==> config.mk <==
export PLATFORM = sky130hd
export DESIGN_NAME = adder16_operand_sched
export DESIGN_NICKNAME = d
export VERILOG_FILES = /design/src/rtl/adder16_sched_pkg.sv /design/src/rtl/adder16_sync_fifo.sv /design/src/rtl/adder16_operand_sched.sv
export SDC_FILE = /design/constraint.sdc
export NUM_CORES = 1
export LEC_CHECK = 0
export ABC_CLOCK_PERIOD_IN_PS = 4000
export CAP_MARGIN = 20
export CORE_MARGIN = 3
export CORE_UTILIZATION = 38
export CTS_CLUSTER_SIZE = 16
export DETAILED_ROUTE_END_ITERATION = 10
export SLEW_MARGIN = 15
export SYNTH_ARGS = -nofsm -noshare
export SYNTH_HDL_FRONTEND = slang
export SYNTH_HIERARCHICAL = 1
export SYNTH_SLANG_ARGS = --single-unit
==> constraint.sdc <==
create_clock -name clk -period 4 [get_ports clk]
set_input_delay 0.6 -clock clk [delete_from_list [all_inputs] [get_ports clk]]
set_output_delay 0.6 -clock clk [all_outputs]
set_load 0.02 [all_outputs]
==> src/rtl/adder16_sched_pkg.sv <==
// Shared types and constants for the adder16_2 operand scheduler.
// The adder splits a 16-bit add into a low-byte edge and a high-byte edge.
package adder16_sched_pkg;

  localparam int OP_W        = 16;
  localparam int ADD_LAT     = 2;
  localparam int HOLD_CYCLES = ADD_LAT;
  localparam int TAG_LAT     = ADD_LAT + 1;

  typedef enum logic [1:0] {
    IDLE  = 2'd0,
    HOLD0 = 2'd1,
    HOLD1 = 2'd2
  } sched_state_e;

  typedef struct packed {
    logic [OP_W-1:0] a;
    logic [OP_W-1:0] b;
    logic            cin;
  } operand_t;

  localparam int OPND_W = $bits(operand_t);
  localparam int RES_W  = OP_W + 1;

  function automatic logic [RES_W-1:0] pack_result(input logic cout, input logic [OP_W-1:0] sum);
    return {cout, sum};
  endfunction

endpackage

==> src/rtl/adder16_sync_fifo.sv <==
// Generic synchronous FIFO with a combinational head read and async active-low reset.
// A push on a full FIFO is taken only when a pop happens on the same edge.
module adder16_sync_fifo #(
  parameter  int WIDTH = 8,
  parameter  int DEPTH = 4,
  localparam int AW    = (DEPTH > 1) ? $clog2(DEPTH) : 1,
  localparam int CW    = $clog2(DEPTH + 1)
) (
  input  logic             clk,
  input  logic             rst_n,
  input  logic             i_push,
  input  logic [WIDTH-1:0] i_data,
  input  logic             i_pop,
  output logic [WIDTH-1:0] o_data,
  output logic             o_full,
  output logic             o_empty,
  output logic [CW-1:0]    o_count
);

  logic [WIDTH-1:0] r_mem [DEPTH];
  logic [AW-1:0]    r_wr_ptr;
  logic [AW-1:0]    r_rd_ptr;
  logic [CW-1:0]    r_count;
  logic             w_do_push;
  logic             w_do_pop;

  function automatic logic [AW-1:0] next_ptr(input logic [AW-1:0] ptr);
    if (ptr == AW'(DEPTH - 1)) begin
      return {AW{1'b0}};
    end else begin
      return ptr + AW'(1);
    end
  endfunction

  assign o_full    = (r_count == CW'(DEPTH));
  assign o_empty   = (r_count == {CW{1'b0}});
  assign o_count   = r_count;
  assign o_data    = r_mem[r_rd_ptr];
  assign w_do_pop  = i_pop & ~o_empty;
  assign w_do_push = i_push & (~o_full | w_do_pop);

  // Storage is cleared on reset so the head reads zero while empty.
  always_ff @(posedge clk or negedge rst_n) begin
    if (!rst_n) begin
      for (int i = 0; i < DEPTH; i++) begin
        r_mem[i] <= {WIDTH{1'b0}};
      end
    end else if (w_do_push) begin
      r_mem[r_wr_ptr] <= i_data;
    end
  end

  always_ff @(posedge clk or negedge rst_n) begin
    if (!rst_n) begin
      r_wr_ptr <= {AW{1'b0}};
      r_rd_ptr <= {AW{1'b0}};
      r_count  <= {CW{1'b0}};
    end else begin
      if (w_do_push) r_wr_ptr <= next_ptr(r_wr_ptr);
      if (w_do_pop)  r_rd_ptr <= next_ptr(r_rd_ptr);
      case ({w_do_push, w_do_pop})
        2'b10:   r_count <= r_count + CW'(1);
        2'b01:   r_count <= r_count - CW'(1);
        default: r_count <= r_count;
      endcase
    end
  end

endmodule

==> src/rtl/adder16_operand_sched.sv <==
// Feeds adder16_2 with operand pairs held for two edges and collects its results.
// Credits bound in-flight plus buffered results to the output buffer depth.
module adder16_sched_chk #(
  parameter int IN_DEPTH  = 4,
  parameter int OUT_DEPTH = 2,
  parameter int ICW       = 3,
  parameter int OCW       = 2,
  parameter int TL        = 3
) (
  input logic           clk,
  input logic           rst_n,
  input logic           i_out_wr,
  input logic           i_out_full,
  input logic           i_out_pop,
  input logic [OCW-1:0] i_credits,
  input logic [TL-1:0]  i_tag,
  input logic [OCW-1:0] i_out_count,
  input logic [ICW-1:0] i_in_count
);

  a_no_result_overflow: assert property (@(posedge clk) disable iff (!rst_n)
    !(i_out_wr && i_out_full && !i_out_pop));

  a_credit_balance: assert property (@(posedge clk) disable iff (!rst_n)
    (int'(i_credits) + $countones(i_tag) + int'(i_out_count)) == OUT_DEPTH);

  a_in_count_range: assert property (@(posedge clk) disable iff (!rst_n)
    int'(i_in_count) <= IN_DEPTH);

endmodule

module adder16_operand_sched
  import adder16_sched_pkg::*;
#(
  parameter int IN_DEPTH  = 4,
  parameter int OUT_DEPTH = 2
) (
  input  logic            clk,
  input  logic            rst_n,
  input  logic            in_valid,
  output logic            in_ready,
  input  logic [OP_W-1:0] in_a,
  input  logic [OP_W-1:0] in_b,
  input  logic            in_cin,
  output logic [OP_W-1:0] add_a,
  output logic [OP_W-1:0] add_b,
  output logic            add_cin,
  input  logic [OP_W-1:0] add_sum,
  input  logic            add_cout,
  output logic            out_valid,
  input  logic            out_ready,
  output logic [OP_W-1:0] out_sum,
  output logic            out_cout
);

  localparam int ICW = $clog2(IN_DEPTH + 1);
  localparam int OCW = $clog2(OUT_DEPTH + 1);

  operand_t           w_in_data;
  operand_t           w_in_head;
  operand_t           r_opnd;
  logic               w_in_full;
  logic               w_in_empty;
  logic               w_in_push;
  logic [ICW-1:0]     w_in_count;
  sched_state_e       r_state;
  sched_state_e       w_state_nxt;
  logic               w_issue;
  logic               w_credit_ok;
  logic [OCW-1:0]     r_credits;
  logic [TAG_LAT-1:0] r_tag;
  logic [RES_W-1:0]   w_res_in;
  logic [RES_W-1:0]   w_res_head;
  logic               w_out_full;
  logic               w_out_empty;
  logic               w_out_wr;
  logic               w_out_pop;
  logic [OCW-1:0]     w_out_count;

  assign w_in_data.a   = in_a;
  assign w_in_data.b   = in_b;
  assign w_in_data.cin = in_cin;
  assign w_in_push     = in_valid & ~w_in_full;
  assign in_ready      = ~w_in_full;

  adder16_sync_fifo #(.WIDTH(OPND_W), .DEPTH(IN_DEPTH)) u_in_fifo (
    .clk     (clk),
    .rst_n   (rst_n),
    .i_push  (w_in_push),
    .i_data  (w_in_data),
    .i_pop   (w_issue),
    .o_data  (w_in_head),
    .o_full  (w_in_full),
    .o_empty (w_in_empty),
    .o_count (w_in_count)
  );

  // A credit returned by a pop on this edge may be spent by an issue on the same edge.
  assign w_out_pop   = ~w_out_empty & out_ready;
  assign w_credit_ok = (r_credits != {OCW{1'b0}}) | w_out_pop;

  always_comb begin
    w_state_nxt = r_state;
    w_issue     = 1'b0;
    case (r_state)
      IDLE, HOLD1: begin
        if (!w_in_empty && w_credit_ok) begin
          w_state_nxt = HOLD0;
          w_issue     = 1'b1;
        end else begin
          w_state_nxt = IDLE;
          w_issue     = 1'b0;
        end
      end
      HOLD0:   w_state_nxt = HOLD1;
      default: w_state_nxt = IDLE;
    endcase
  end

  always_ff @(posedge clk or negedge rst_n) begin
    if (!rst_n) begin
      r_state   <= IDLE;
      r_opnd    <= {OPND_W{1'b0}};
      r_credits <= OCW'(OUT_DEPTH);
      r_tag     <= {TAG_LAT{1'b0}};
    end else begin
      r_state <= w_state_nxt;
      r_tag   <= {r_tag[TAG_LAT-2:0], w_issue};
      if (w_issue) r_opnd <= w_in_head;
      case ({w_issue, w_out_pop})
        2'b10:   r_credits <= r_credits - OCW'(1);
        2'b01:   r_credits <= r_credits + OCW'(1);
        default: r_credits <= r_credits;
      endcase
    end
  end

  assign add_a   = r_opnd.a;
  assign add_b   = r_opnd.b;
  assign add_cin = r_opnd.cin;

  assign w_out_wr = r_tag[TAG_LAT-1];
  assign w_res_in = pack_result(add_cout, add_sum);

  adder16_sync_fifo #(.WIDTH(RES_W), .DEPTH(OUT_DEPTH)) u_out_fifo (
    .clk     (clk),
    .rst_n   (rst_n),
    .i_push  (w_out_wr),
    .i_data  (w_res_in),
    .i_pop   (w_out_pop),
    .o_data  (w_res_head),
    .o_full  (w_out_full),
    .o_empty (w_out_empty),
    .o_count (w_out_count)
  );

  assign out_valid           = ~w_out_empty;
  assign {out_cout, out_sum} = w_res_head;

  adder16_sched_chk #(
    .IN_DEPTH(IN_DEPTH), .OUT_DEPTH(OUT_DEPTH), .ICW(ICW), .OCW(OCW), .TL(TAG_LAT)
  ) u_chk (
    .clk         (clk),
    .rst_n       (rst_n),
    .i_out_wr    (w_out_wr),
    .i_out_full  (w_out_full),
    .i_out_pop   (w_out_pop),
    .i_credits   (r_credits),
    .i_tag       (r_tag),
    .i_out_count (w_out_count),
    .i_in_count  (w_in_count)
  );

endmodule
==> results.cfg <==
[floorplanning]
dieWidth_um = 164.5
top_level_ports = 106
start_util_pct = 38.93
core_um2 = 24530
die_y_um = 164.5
die-area_um2 = 27080
rows = 57

[timing]
hold-worst-slack_ps = 120.3
timing_worst_slew_pin_value_ps = 1071
total_negative_slack_ps = 0
post-route-min-period_ps = 3103
final-max-slew-violation-count = 0
final-setup-viol-count = 0
rsz0062_at_grt = no
hold_viol = 0
worst_slew_margin_rel_pct = 28.59
max_clock_freq_mhz = 322.3
final_clock_period_utilization_by_the_worst_path_pct = 77.58
final.setup_skew_ps = 8.920

[cts]
clock_sinks = 215
worstSkewPairLatency_ps = 500
post_cts_setup_buffer_count = 0
clk_tree_root_cell = clkbuf_16
cts.path.max_buffers = 3
cts_repair_resize_count = 0
htree_levels = 1
tritoncts = built
worst_setup_hold_path_clk_slew_ps = 60
ctsHoldBuffers = 0
cts-buffers-inserted = 25

[synthesis]
post_synth_inst_count = 563
avgSynthCellArea_um2 = 16.97
syn-cell-area_um2 = 9552
ys.warnings.count = 6
synth.net_count = 625

[routing]
drt_iter0_drc = 231
route.detailed.vias_per_inst = 5.030
routed_wl_mm = 20.01
first_pass_iters = 4
avgRoutedWirePerCell_um = 19.63
route.detailed.drc = 0
detailroute.via_count = 5126
postRouteAntennaNets = 0

[critical_path]
setup_crit_start_kind = register
critical_path_arrival_ps = 3510
critical_path_class = reg -> reg
worst_ep_required_time_ps = 4410
kind_of_end_point_of_the_critical_path = register
critPathMaxFanout = 36

[grt]
vias_in_the_first_global_route = 5857
globalRoute.totalOverflow = 0
antenna_found_initial = 0
track_usage_pct = 15.19
grt_max_degree = 102
grt_first_pass_wirelength_mm = 32.51

[job]
maxCapViolCount = 0

[placement]
port_buffers = 105
detailedPlacementHpwl_mm = 12.63
gpl.final_weighted_congestion = 0.7069

[pwr]
irDropWorstVdd_mv = 0.3888
power_mw = 11.34
cell_internal_pwr_mw = 7.817
pwr-share-seq_pct = 36.5
total_leakage_power_nw = 4.919
power.net_switching_mw = 3.526
sw_frac_of_total_pct = 31.09
power.density_cell_area_nw_per_um2 = 968.4
clock_power_share_pct = 20.9
power.share.combinational_pct = 42.6

[final_layout]
post_route_cells_drive_above_1_share_pct = 45.76
finish.net_count = 739
final_design_utilization_pct = 47.75
diodes = 0
synthToLayoutAreaGrowth_pct = 22.64

[min_path]
hold_class = in -> async

[outcome]
status = finished clean
stage by stage:
| stage | worst slack, ps | cell area, µm² | cells |
|---|---|---|---|
| 6_report | 896.9 | 11710 | 1019 |
| 5_1_grt | 691.5 | 11710 | 1019 |
| 4_1_cts | 905.3 | 11710 | 1019 |
| 3_5_place_dp | 398.2 | 10840 | 974 |
| 3_3_place_gp | 525.2 | 10840 | 974 |
| 2_1_floorplan | 1019 | 9552 | 563 |
final cells by class:
cell class / count / area, µm²
timing repair buffer: 116 / 1151
inverter: 11 / 41.29
multi-input combinational: 308 / 3855
clock inverter: 6 / 108.9
sequential: 215 / 5384
fill: 2115 / 12820
clock buffer: 39 / 768.2
tap: 324 / 405.4
placed cells by master (no fill, tap or decap), types with 2 or more instances in the layout:
| cell | instances |
|---|---|
| a21oi_1 | 2 |
| buf_4 | 10 |
| bufinv_16 | 3 |
| clkbuf_1 | 5 |
| clkbuf_16 | 25 |
| clkbuf_8 | 9 |
| clkdlybuf4s50_1 | 104 |
| clkinv_2 | 2 |
| dfrtp_1 | 212 |
| dfrtp_2 | 2 |
| ha_1 | 7 |
| inv_1 | 10 |
| mux2_2 | 173 |
| mux2_4 | 47 |
| mux4_2 | 33 |
| nand2_1 | 6 |
| nand2b_1 | 3 |
| nor2_1 | 6 |
| nor2_4 | 5 |
| nor2b_1 | 2 |
| nor3_1 | 3 |
| o21ai_0 | 2 |
| xnor2_1 | 3 |
| xor2_1 | 5 |
sequential cells by signal, indices dropped and copies added, names as in the netlist, 2 cells and up:
name and cells:
add_a 16, add_b 16, u_in_fifo/r_rd_ptr 2, u_out_fifo/r_mem 34
r_tag 3, u_in_fifo/r_wr_ptr 2, u_out_fifo/o_count 2, u_in_fifo/r_mem 132
u_in_fifo/o_count 3, r_credits 2
routing by layer:
layer  track usage, %  vias up  wire [µm]
met1            20.19     2717       8702
met5                0        -          0
li1                 -     2270          -
met3            3.336       26       1092
met2            25.94      113       9918
met4            2.783        0        294
power by group through the flow:
stage / clock network, mW / logic [mW] / registers [mW]
floorplan: 0 / 3.71 / 3.99
global placement: 0 / 4.75 / 4.08
detailed placement: 0 / 4.89 / 4.18
CTS: 2.44 / 4.92 / 4.15
global route: 2.53 / 5.20 / 4.30
finish: 2.37 / 4.84 / 4.14
critical path, cell delays in order, from the launching register on:
cell	delay, ps
dfrtp_1	500
nor2_1	110
nor2b_1	190
o31a_2	190
buf_4	590
nand2b_1	220
inv_1	100
ha_1	180
inv_1	70
fa_1	380
xor2_1	150
nor2_1	130
xor2_1	200
worst paths after layout:
check                                             startpoint                          endpoint  slack [ps]  cells after the start
setup / recovery           u_out_fifo/o_count[0]$_DFFE_PN0P_  u_in_fifo/o_count[2]$_DFFE_PN0P_         900                     12
hold / removal                                         rst_n             add_a[12]$_DFFE_PN0P_         120                      1
setup reg to reg           u_out_fifo/o_count[0]$_DFFE_PN0P_  u_in_fifo/o_count[2]$_DFFE_PN0P_         900                     12
hold reg to reg                           r_tag[1]$_DFF_PN0_                r_tag[2]$_DFF_PN0_         350                      0
max in group asynchronous                              rst_n   u_out_fifo/r_mem[7]$_DFFE_PN0P_        2900                      2
min in group clk                          r_tag[1]$_DFF_PN0_                r_tag[2]$_DFF_PN0_         350                      0
No activity file was read; power rests on OpenSTA's default activity.
